### src/rtl/ram16x8_arbiter_pkg.sv
// rtl/ram16x8_arbiter_pkg.sv - shared constants and types for the ram16x8 arbiter
package ram16x8_arbiter_pkg;

    // Default geometry of the attached ram16x8
    localparam int ADDR_W_DEF = 4;
    localparam int DATA_W_DEF = 8;

    // Requester identifiers, used as bit indices into eligible/grant vectors
    // and as the in-flight read tag value
    localparam int unsigned REQ_A = 0;
    localparam int unsigned REQ_B = 1;

    // Round-robin priority: which requester wins when both are eligible
    typedef enum logic {
        PRI_A = 1'b0,
        PRI_B = 1'b1
    } pri_e;

endpackage

### src/rtl/ram16x8_arbiter_rr_arb2.sv
// rtl/ram16x8_arbiter_rr_arb2.sv - two-way round-robin picker
module ram16x8_arbiter_rr_arb2
    import ram16x8_arbiter_pkg::*;
(
    input  logic [1:0] eligible,
    input  logic       pri_state,
    output logic [1:0] grant,
    output logic       pri_next
);

    // Pick at most one requester; the loser of a tie wins the next tie
    always_comb begin
        grant    = 2'b00;
        pri_next = pri_state;
        case (eligible)
            2'b01:   grant[REQ_A] = 1'b1;
            2'b10:   grant[REQ_B] = 1'b1;
            2'b11: begin
                if (pri_state == PRI_A) begin
                    grant[REQ_A] = 1'b1;
                end else begin
                    grant[REQ_B] = 1'b1;
                end
            end
            default: grant = 2'b00;
        endcase
        // Priority only moves when something is actually accepted
        if (grant[REQ_A]) begin
            pri_next = PRI_B;
        end else if (grant[REQ_B]) begin
            pri_next = PRI_A;
        end
    end

endmodule

### src/rtl/ram16x8_arbiter.sv
// rtl/ram16x8_arbiter.sv - round-robin sequencer sharing one ram16x8 between two requesters
module ram16x8_arbiter
    import ram16x8_arbiter_pkg::*;
#(
    parameter int ADDR_W = ADDR_W_DEF,
    parameter int DATA_W = DATA_W_DEF
) (
    input  logic              clk,
    input  logic              rst_n,

    input  logic              a_req,
    input  logic              a_we,
    input  logic [ADDR_W-1:0] a_addr,
    input  logic [DATA_W-1:0] a_wdata,
    output logic              a_gnt,
    output logic              a_rvalid,
    output logic [DATA_W-1:0] a_rdata,

    input  logic              b_req,
    input  logic              b_we,
    input  logic [ADDR_W-1:0] b_addr,
    input  logic [DATA_W-1:0] b_wdata,
    output logic              b_gnt,
    output logic              b_rvalid,
    output logic [DATA_W-1:0] b_rdata,

    output logic              ram_en,
    output logic              ram_we,
    output logic [ADDR_W-1:0] ram_addr,
    output logic [DATA_W-1:0] ram_din,
    input  logic [DATA_W-1:0] ram_dout
);

    // Priority FSM state
    pri_e              pri_q;
    pri_e              pri_d;

    // Registered RAM command
    logic              ram_en_q;
    logic              ram_en_d;
    logic              ram_we_q;
    logic              ram_we_d;
    logic [ADDR_W-1:0] ram_addr_q;
    logic [ADDR_W-1:0] ram_addr_d;
    logic [DATA_W-1:0] ram_din_q;
    logic [DATA_W-1:0] ram_din_d;

    // Grant pulses, high in the cycle the command sits on the RAM bus
    logic              a_gnt_q;
    logic              a_gnt_d;
    logic              b_gnt_q;
    logic              b_gnt_d;

    // Read tag for the command currently on the RAM bus
    logic              rd1_vld_q;
    logic              rd1_vld_d;
    logic              rd1_id_q;
    logic              rd1_id_d;

    // Read tag for the data currently on ram_dout
    logic              a_rvalid_q;
    logic              a_rvalid_d;
    logic              b_rvalid_q;
    logic              b_rvalid_d;

    // Last delivered read data, shown while rvalid is low
    logic [DATA_W-1:0] a_rdata_q;
    logic [DATA_W-1:0] a_rdata_d;
    logic [DATA_W-1:0] b_rdata_q;
    logic [DATA_W-1:0] b_rdata_d;

    logic [1:0]        eligible;
    logic [1:0]        pick;
    logic              pri_next;

    // A requester in its grant cycle is masked so a held req is not taken twice
    assign eligible[REQ_A] = a_req & ~a_gnt_q;
    assign eligible[REQ_B] = b_req & ~b_gnt_q;

    ram16x8_arbiter_rr_arb2 u_rr_arb2 (
        .eligible  (eligible),
        .pri_state (pri_q),
        .grant     (pick),
        .pri_next  (pri_next)
    );

    // Priority FSM next state comes straight from the picker
    always_comb begin
        pri_d = pri_q;
        pri_d = pri_e'(pri_next);
    end

    // Priority FSM state register
    always_ff @(posedge clk or negedge rst_n) begin
        if (!rst_n) begin
            pri_q <= PRI_A;
        end else begin
            pri_q <= pri_d;
        end
    end

    // Build the next RAM command and read tags from the winning requester
    always_comb begin
        ram_en_d   = 1'b0;
        ram_we_d   = 1'b0;
        ram_addr_d = ram_addr_q;
        ram_din_d  = ram_din_q;
        rd1_vld_d  = 1'b0;
        rd1_id_d   = rd1_id_q;
        a_gnt_d    = pick[REQ_A];
        b_gnt_d    = pick[REQ_B];
        if (pick[REQ_A]) begin
            ram_en_d   = 1'b1;
            ram_we_d   = a_we;
            ram_addr_d = a_addr;
            ram_din_d  = a_wdata;
            rd1_vld_d  = ~a_we;
            rd1_id_d   = 1'(REQ_A);
        end else if (pick[REQ_B]) begin
            ram_en_d   = 1'b1;
            ram_we_d   = b_we;
            ram_addr_d = b_addr;
            ram_din_d  = b_wdata;
            rd1_vld_d  = ~b_we;
            rd1_id_d   = 1'(REQ_B);
        end
    end

    // Advance the read tag one stage to line up with registered ram_dout,
    // and latch delivered data so rdata holds between pulses
    always_comb begin
        a_rvalid_d = rd1_vld_q & (rd1_id_q == 1'(REQ_A));
        b_rvalid_d = rd1_vld_q & (rd1_id_q == 1'(REQ_B));
        a_rdata_d  = a_rvalid_q ? ram_dout : a_rdata_q;
        b_rdata_d  = b_rvalid_q ? ram_dout : b_rdata_q;
    end

    // Command, grant and read-tag registers; reset drops any in-flight read
    always_ff @(posedge clk or negedge rst_n) begin
        if (!rst_n) begin
            ram_en_q   <= 1'b0;
            ram_we_q   <= 1'b0;
            ram_addr_q <= '0;
            ram_din_q  <= '0;
            a_gnt_q    <= 1'b0;
            b_gnt_q    <= 1'b0;
            rd1_vld_q  <= 1'b0;
            rd1_id_q   <= 1'b0;
            a_rvalid_q <= 1'b0;
            b_rvalid_q <= 1'b0;
            a_rdata_q  <= '0;
            b_rdata_q  <= '0;
        end else begin
            ram_en_q   <= ram_en_d;
            ram_we_q   <= ram_we_d;
            ram_addr_q <= ram_addr_d;
            ram_din_q  <= ram_din_d;
            a_gnt_q    <= a_gnt_d;
            b_gnt_q    <= b_gnt_d;
            rd1_vld_q  <= rd1_vld_d;
            rd1_id_q   <= rd1_id_d;
            a_rvalid_q <= a_rvalid_d;
            b_rvalid_q <= b_rvalid_d;
            a_rdata_q  <= a_rdata_d;
            b_rdata_q  <= b_rdata_d;
        end
    end

    assign ram_en   = ram_en_q;
    assign ram_we   = ram_we_q;
    assign ram_addr = ram_addr_q;
    assign ram_din  = ram_din_q;
    assign a_gnt    = a_gnt_q;
    assign b_gnt    = b_gnt_q;
    assign a_rvalid = a_rvalid_q;
    assign b_rvalid = b_rvalid_q;
    // Read data comes straight off the RAM in the valid cycle
    assign a_rdata  = a_rvalid_q ? ram_dout : a_rdata_q;
    assign b_rdata  = b_rvalid_q ? ram_dout : b_rdata_q;

endmodule

### config.mk
export PLATFORM = sky130hd
export DESIGN_NAME = ram16x8_arbiter
export DESIGN_NICKNAME = d
export VERILOG_FILES = /design/src/rtl/ram16x8_arbiter_pkg.sv /design/src/rtl/ram16x8_arbiter_rr_arb2.sv /design/src/rtl/ram16x8_arbiter.sv
export SDC_FILE = /design/constraint.sdc
export NUM_CORES = 1
export LEC_CHECK = 0
export CORE_MARGIN = 1
export CORE_UTILIZATION = 40
export DETAILED_ROUTE_END_ITERATION = 12
export GPL_ROUTABILITY_DRIVEN = 0
export PLACE_DENSITY = 0.88
export SYNTH_ARGS = -nofsm -noshare
export SYNTH_HDL_FRONTEND = slang
export SYNTH_SLANG_ARGS = --single-unit
### constraint.sdc
create_clock -name clk -period 1.8 [get_ports clk]
set_clock_uncertainty 0.15 [all_clocks]
set_input_delay 0.27 -clock clk [delete_from_list [all_inputs] [get_ports clk]]
set_output_delay 0.27 -clock clk [all_outputs]
set_load 0.01 [all_outputs]
* Word level (Yosys, flattened, before mapping) *
Index checks and enable logic that the tools add are counted.

operators by class
  order comparisons = 0
  equal/unequal tests = 3
  $mul = 0
  bitwise operators = 9
  mux-type cells = 20
  $add $sub $neg = 0
  divide/modulo/power cells = 0
  shift-type cells = 0
  reductions and logical operators = 1

operators with widths
  cell                                                 count
  two-way mux 8 bit                                    4
  two-way mux 1 bit                                    12
  two-way mux 4 bit                                    2
  NOT 1 bit                                            5
  AND 1 bit                                            4
  equality test 2 bit, second input constant           2
  one-hot mux 1 bit (2 select lines)                   2
  equality test 2 x 1 -> 1 bit, second input constant  1
  nonzero test 2 bit                                   1

storage, ports and cells
  register bits = 37
  ROM bits = 0
  word-level logic and storage cells = 46
  bits in latches = 0
  input bits = 38
  bits in writable memories = 0
  memories kept = 0

* Longest topological paths before layout *
  depth in word-level cells = 6
  mapped depth = 4

* By module *
A second synthesis with hierarchy kept.

unflattened totals
  cells, all modules = 114
  area, all modules = 1,482.7 µm²

modules (own cells, without submodules)
  module                   instances  area an instance (µm²)  cells an instance
  ram16x8_arbiter          1          1,455.1                 109
  ram16x8_arbiter_rr_arb2  1          27.5                    5

* Least setup slack after synthesis *
No wires, ideal clock.

  kind = flip-flop to output port
  from = reg a_rvalid_q (netlist: a_rvalid)
  to = out a_rdata[0]
  slack = 312 ps
  stages on the path, launching flop included = 3
  arrival time = 1,068 ps
  buffers on the path = 1
  required time = 1,380 ps
  path through = dfrtp_1 > clkbuf_1 > mux2_2

on the way
  cells in the longest elaborated chain, start to end = 1

ends and longest elaborated chain
  item                      line                    RTL
  start: declaration        ram16x8_arbiter.sv:61   logic a_rvalid_q;
  start signal: assignment  ram16x8_arbiter.sv:162  a_rvalid_q <= a_rvalid_d;
  two-way mux 8 bit         ram16x8_arbiter.sv:178  assign a_rdata = a_rvalid_q ? ram_dout : a_rdata_q;
  end: declaration          ram16x8_arbiter.sv:17   output logic [DATA_W-1:0] a_rdata,

Every way passes these cells.

* Worst setup path after layout *
  from = reg a_rvalid_q (netlist: a_rvalid)
  to = out a_rdata[6]

Same word-level chain as after synthesis.

==> flow_summary.toml <==
[synthesis]
syn_avg_cell_area_um2 = 14.98
synth_xor_area_share_pct = 0
synth_top_area_cell = "dfrtp_1"
synth_area_leaders = "dfrtp_1 (62%), mux2_2 (13%), a221o_1 (8.0%), nor3b_1 (6.0%), buf_6 (1.5%)"
ys.flop_type = "dfrtp_1"
syn-num-nets = 138
synth_edf_count = 0
synthCells = 100
syn_area_um2 = 1498
synthSimpleGateAreaFrac_pct = 11.36
synth_compound_area_share_pct = 10.19
synth_fa_ha_area_share_pct = 0
async_flop_share_pct = 100.0
synth.most_common_cell = "dfrtp_1"
synthMuxAreaShare_pct = 13.45
synth_common_cells = "dfrtp_1 (37), mux2_2 (17), a221o_1 (12), nor3b_1 (12)"
synth-seq-cells = 37
synth_top_area_share_pct = 61.82
yosysWarnings = 0
ys_seq_area_share_pct = 61.82
synth_top_family_by_area = "multiplexers"
synth_cell_types = 21

[route]
num_vias = 1158
post-route-drc-count = 0
viasPerCell = 5.079
drt_iter0_drc = 30
ant_nets = 0
routed_wl_mm = 3.353
routedWlPerCell_um = 14.71
dr.pass1.iters = 4

[cts]
cts_buffers = 5
cts_tree = "done"
insertion_delay_ps = 280
h-tree-depth = 2
cts_num_sinks = 37
clockBufferDepth = 2
root_buffer = "clkbuf_8"
clk_pin_slew_ps = 60

[power_and_ir_drop]
power.net_switching_w = 0.0008608
ir_worst_vdd_uv = 701.2
p_per_area_nw_per_um2 = 1250
total_leakage_power_nw = 1.021
switching_share_pct = 29.27
seqPwrFrac_pct = 41.6
p_int_w = 0.002080
p_comb_share_pct = 39.6
p_total_w = 0.002941
clkPwrFrac_pct = 18.8

[floorplan]
die_w_um = 63.19
die-area_um2 = 3993
start_util_pct = 43.18
rows = 21
die_y_um = 63.19
core_um2 = 3468
io_pins = 72

[final_layout]
nets = 220
final_util_pct = 67.82
synthToLayoutAreaGrowth_pct = 57.06
drive_gt1_share_pct = 29.67
antenna_cells = 0
fillers = 259

[grt]
grtUsageTotal_pct = 18.80
grt_antenna_before_repair = 0
grt_pass1_vias = 1231
global_route.overflow_total = 0
grt_pass1_wl_mm = 5.644
grt_start_max_net_pins = 38

[worst_hold_path]
hp-class = "register to register"

[placement]
pre_cts_ws_ps = -88.05
port_buffers = 71

[sta]
fin_crit_ps = 1772
finalWorstSetupSlack_ps = 27.82
finalCritPeriodShare_pct = 98.45
relSlewSlack_pct = 67.47
rsz0062_at_grt = "true"
drv_slew = 0
hold_violations = 0
worstMarginPinSlew_ps = 487.5
max_freq_ghz = 0.5643
setup_viol = 0
hold_slack_ps = 302.6

[status]
outcome = "completed"

[critical_path]
end_kind = "primary output"
critPathRequiredTime_ps = 1380
start_kind = "register"
crit_type = "register to primary output"
path_max_fanout = 9
cp_data_arrival_time_ps = 1350

[run]
cap_violations = 0
## kinds of logic after synthesis
| group | count (synthesis) |
|---|---|
| and+or+nand+nor | 22 |
| DFF | 37 |
| buffers and inverters | 8 |
| AOI/OAI and AO/OA | 15 |
| muxes | 18 |
## power by group through the flow
stage          sequential [W]  combinational [W]  clock, W
2_1_floorplan         0.00125           0.000541         0
3_3_place_gp          0.00122            0.00128         0
3_5_place_dp          0.00124            0.00133         0
4_1_cts               0.00123            0.00126  0.000575
5_1_grt               0.00125            0.00125  0.000611
6_report              0.00122            0.00116  0.000553
## worst paths after layout
kind                       cells past startpoint      from      endpoint  slack, ps
setup / recovery                               4  a_rvalid    a_rdata[6]         30
hold / removal                                 1  rd1_id_q      a_rvalid        300
setup reg to reg                               3     pri_q   ram_addr[3]        320
hold reg to reg                                1  rd1_id_q      a_rvalid        300
max in group asynchronous                      3     rst_n        ram_we        770
min in group asynchronous                      3     rst_n  b_rdata_q[2]        420
## worst max-delay path: stages, from the launching register on
cell	delay (ps)
dfrtp_1	400
buf_12	150
buf_4	120
mux2_2	280
buf_6	130
## state kept, by name, summed over array words and instances, names as in the netlist
| register | count |
|---|---|
| b_rdata_q | 8 |
| rd1_vld_q | 1 |
| b_rvalid | 1 |
| rd1_id_q | 1 |
| pri_q | 1 |
| a_rvalid | 1 |
| a_rdata_q | 8 |
| ram_en | 1 |
| ram_we | 1 |
| ram_din | 8 |
| b_gnt | 1 |
| a_gnt | 1 |
| ram_addr | 4 |
## cell type report
type / count / area (µm²) / area share, %
Clock buffer: 7 / 86.33 / 3.670
Inverter: 2 / 7.507 / 0.3191
Tap cell: 46 / 57.56 / 2.447
Timing Repair Buffer: 81 / 747.0 / 31.76
Sequential cell: 37 / 925.9 / 39.36
Multi-Input combinational cell: 55 / 528.0 / 22.45
## cell usage in the layout (no fill, tap or decap), types with 2 or more instances in the layout
| cell type | count |
|---|---|
| buf_4 | 6 |
| nand2b_1 | 2 |
| buf_2 | 7 |
| inv_1 | 2 |
| clkbuf_2 | 9 |
| a221o_1 | 12 |
| mux2_2 | 16 |
| clkdlybuf4s50_1 | 54 |
| buf_12 | 3 |
| dfrtp_1 | 37 |
| nor3b_1 | 12 |
| clkbuf_8 | 6 |
## layer usage
| metal | track usage [%] | share of wire (%) | vias up |
|---|---|---|---|
| li1 | - | - | 529 |
| met1 | 19.43 | 39 | 552 |
| met2 | 33.47 | 50 | 70 |
| met3 | 6.522 | 9.1 | 7 |
| met4 | 9.375 | 2.1 | 0 |
| met5 | 0 | 0 | - |
## metrics by stage
stage / TNS [ps] / cells / cell area [µm²]
after floorplan: 0 / 100 / 1498
after global placement: -892.5 / 219 / 2318
after detailed placement: -1457 / 219 / 2318
after CTS: 0 / 228 / 2425
after global routing: -18.73 / 228 / 2352
final: 0 / 228 / 2352
## what timing repair did
action | 4_1_cts | 5_1_grt
endpoints found under the setup margin | 16 | 15
endpoints found under the hold margin | 37 | 0
setup buffers | 1 | 0
resized for setup | 42 | 15
hold buffers | 1 | 0
pin swaps | 0 | 0
No activity file was read; power rests on OpenSTA's default activity.
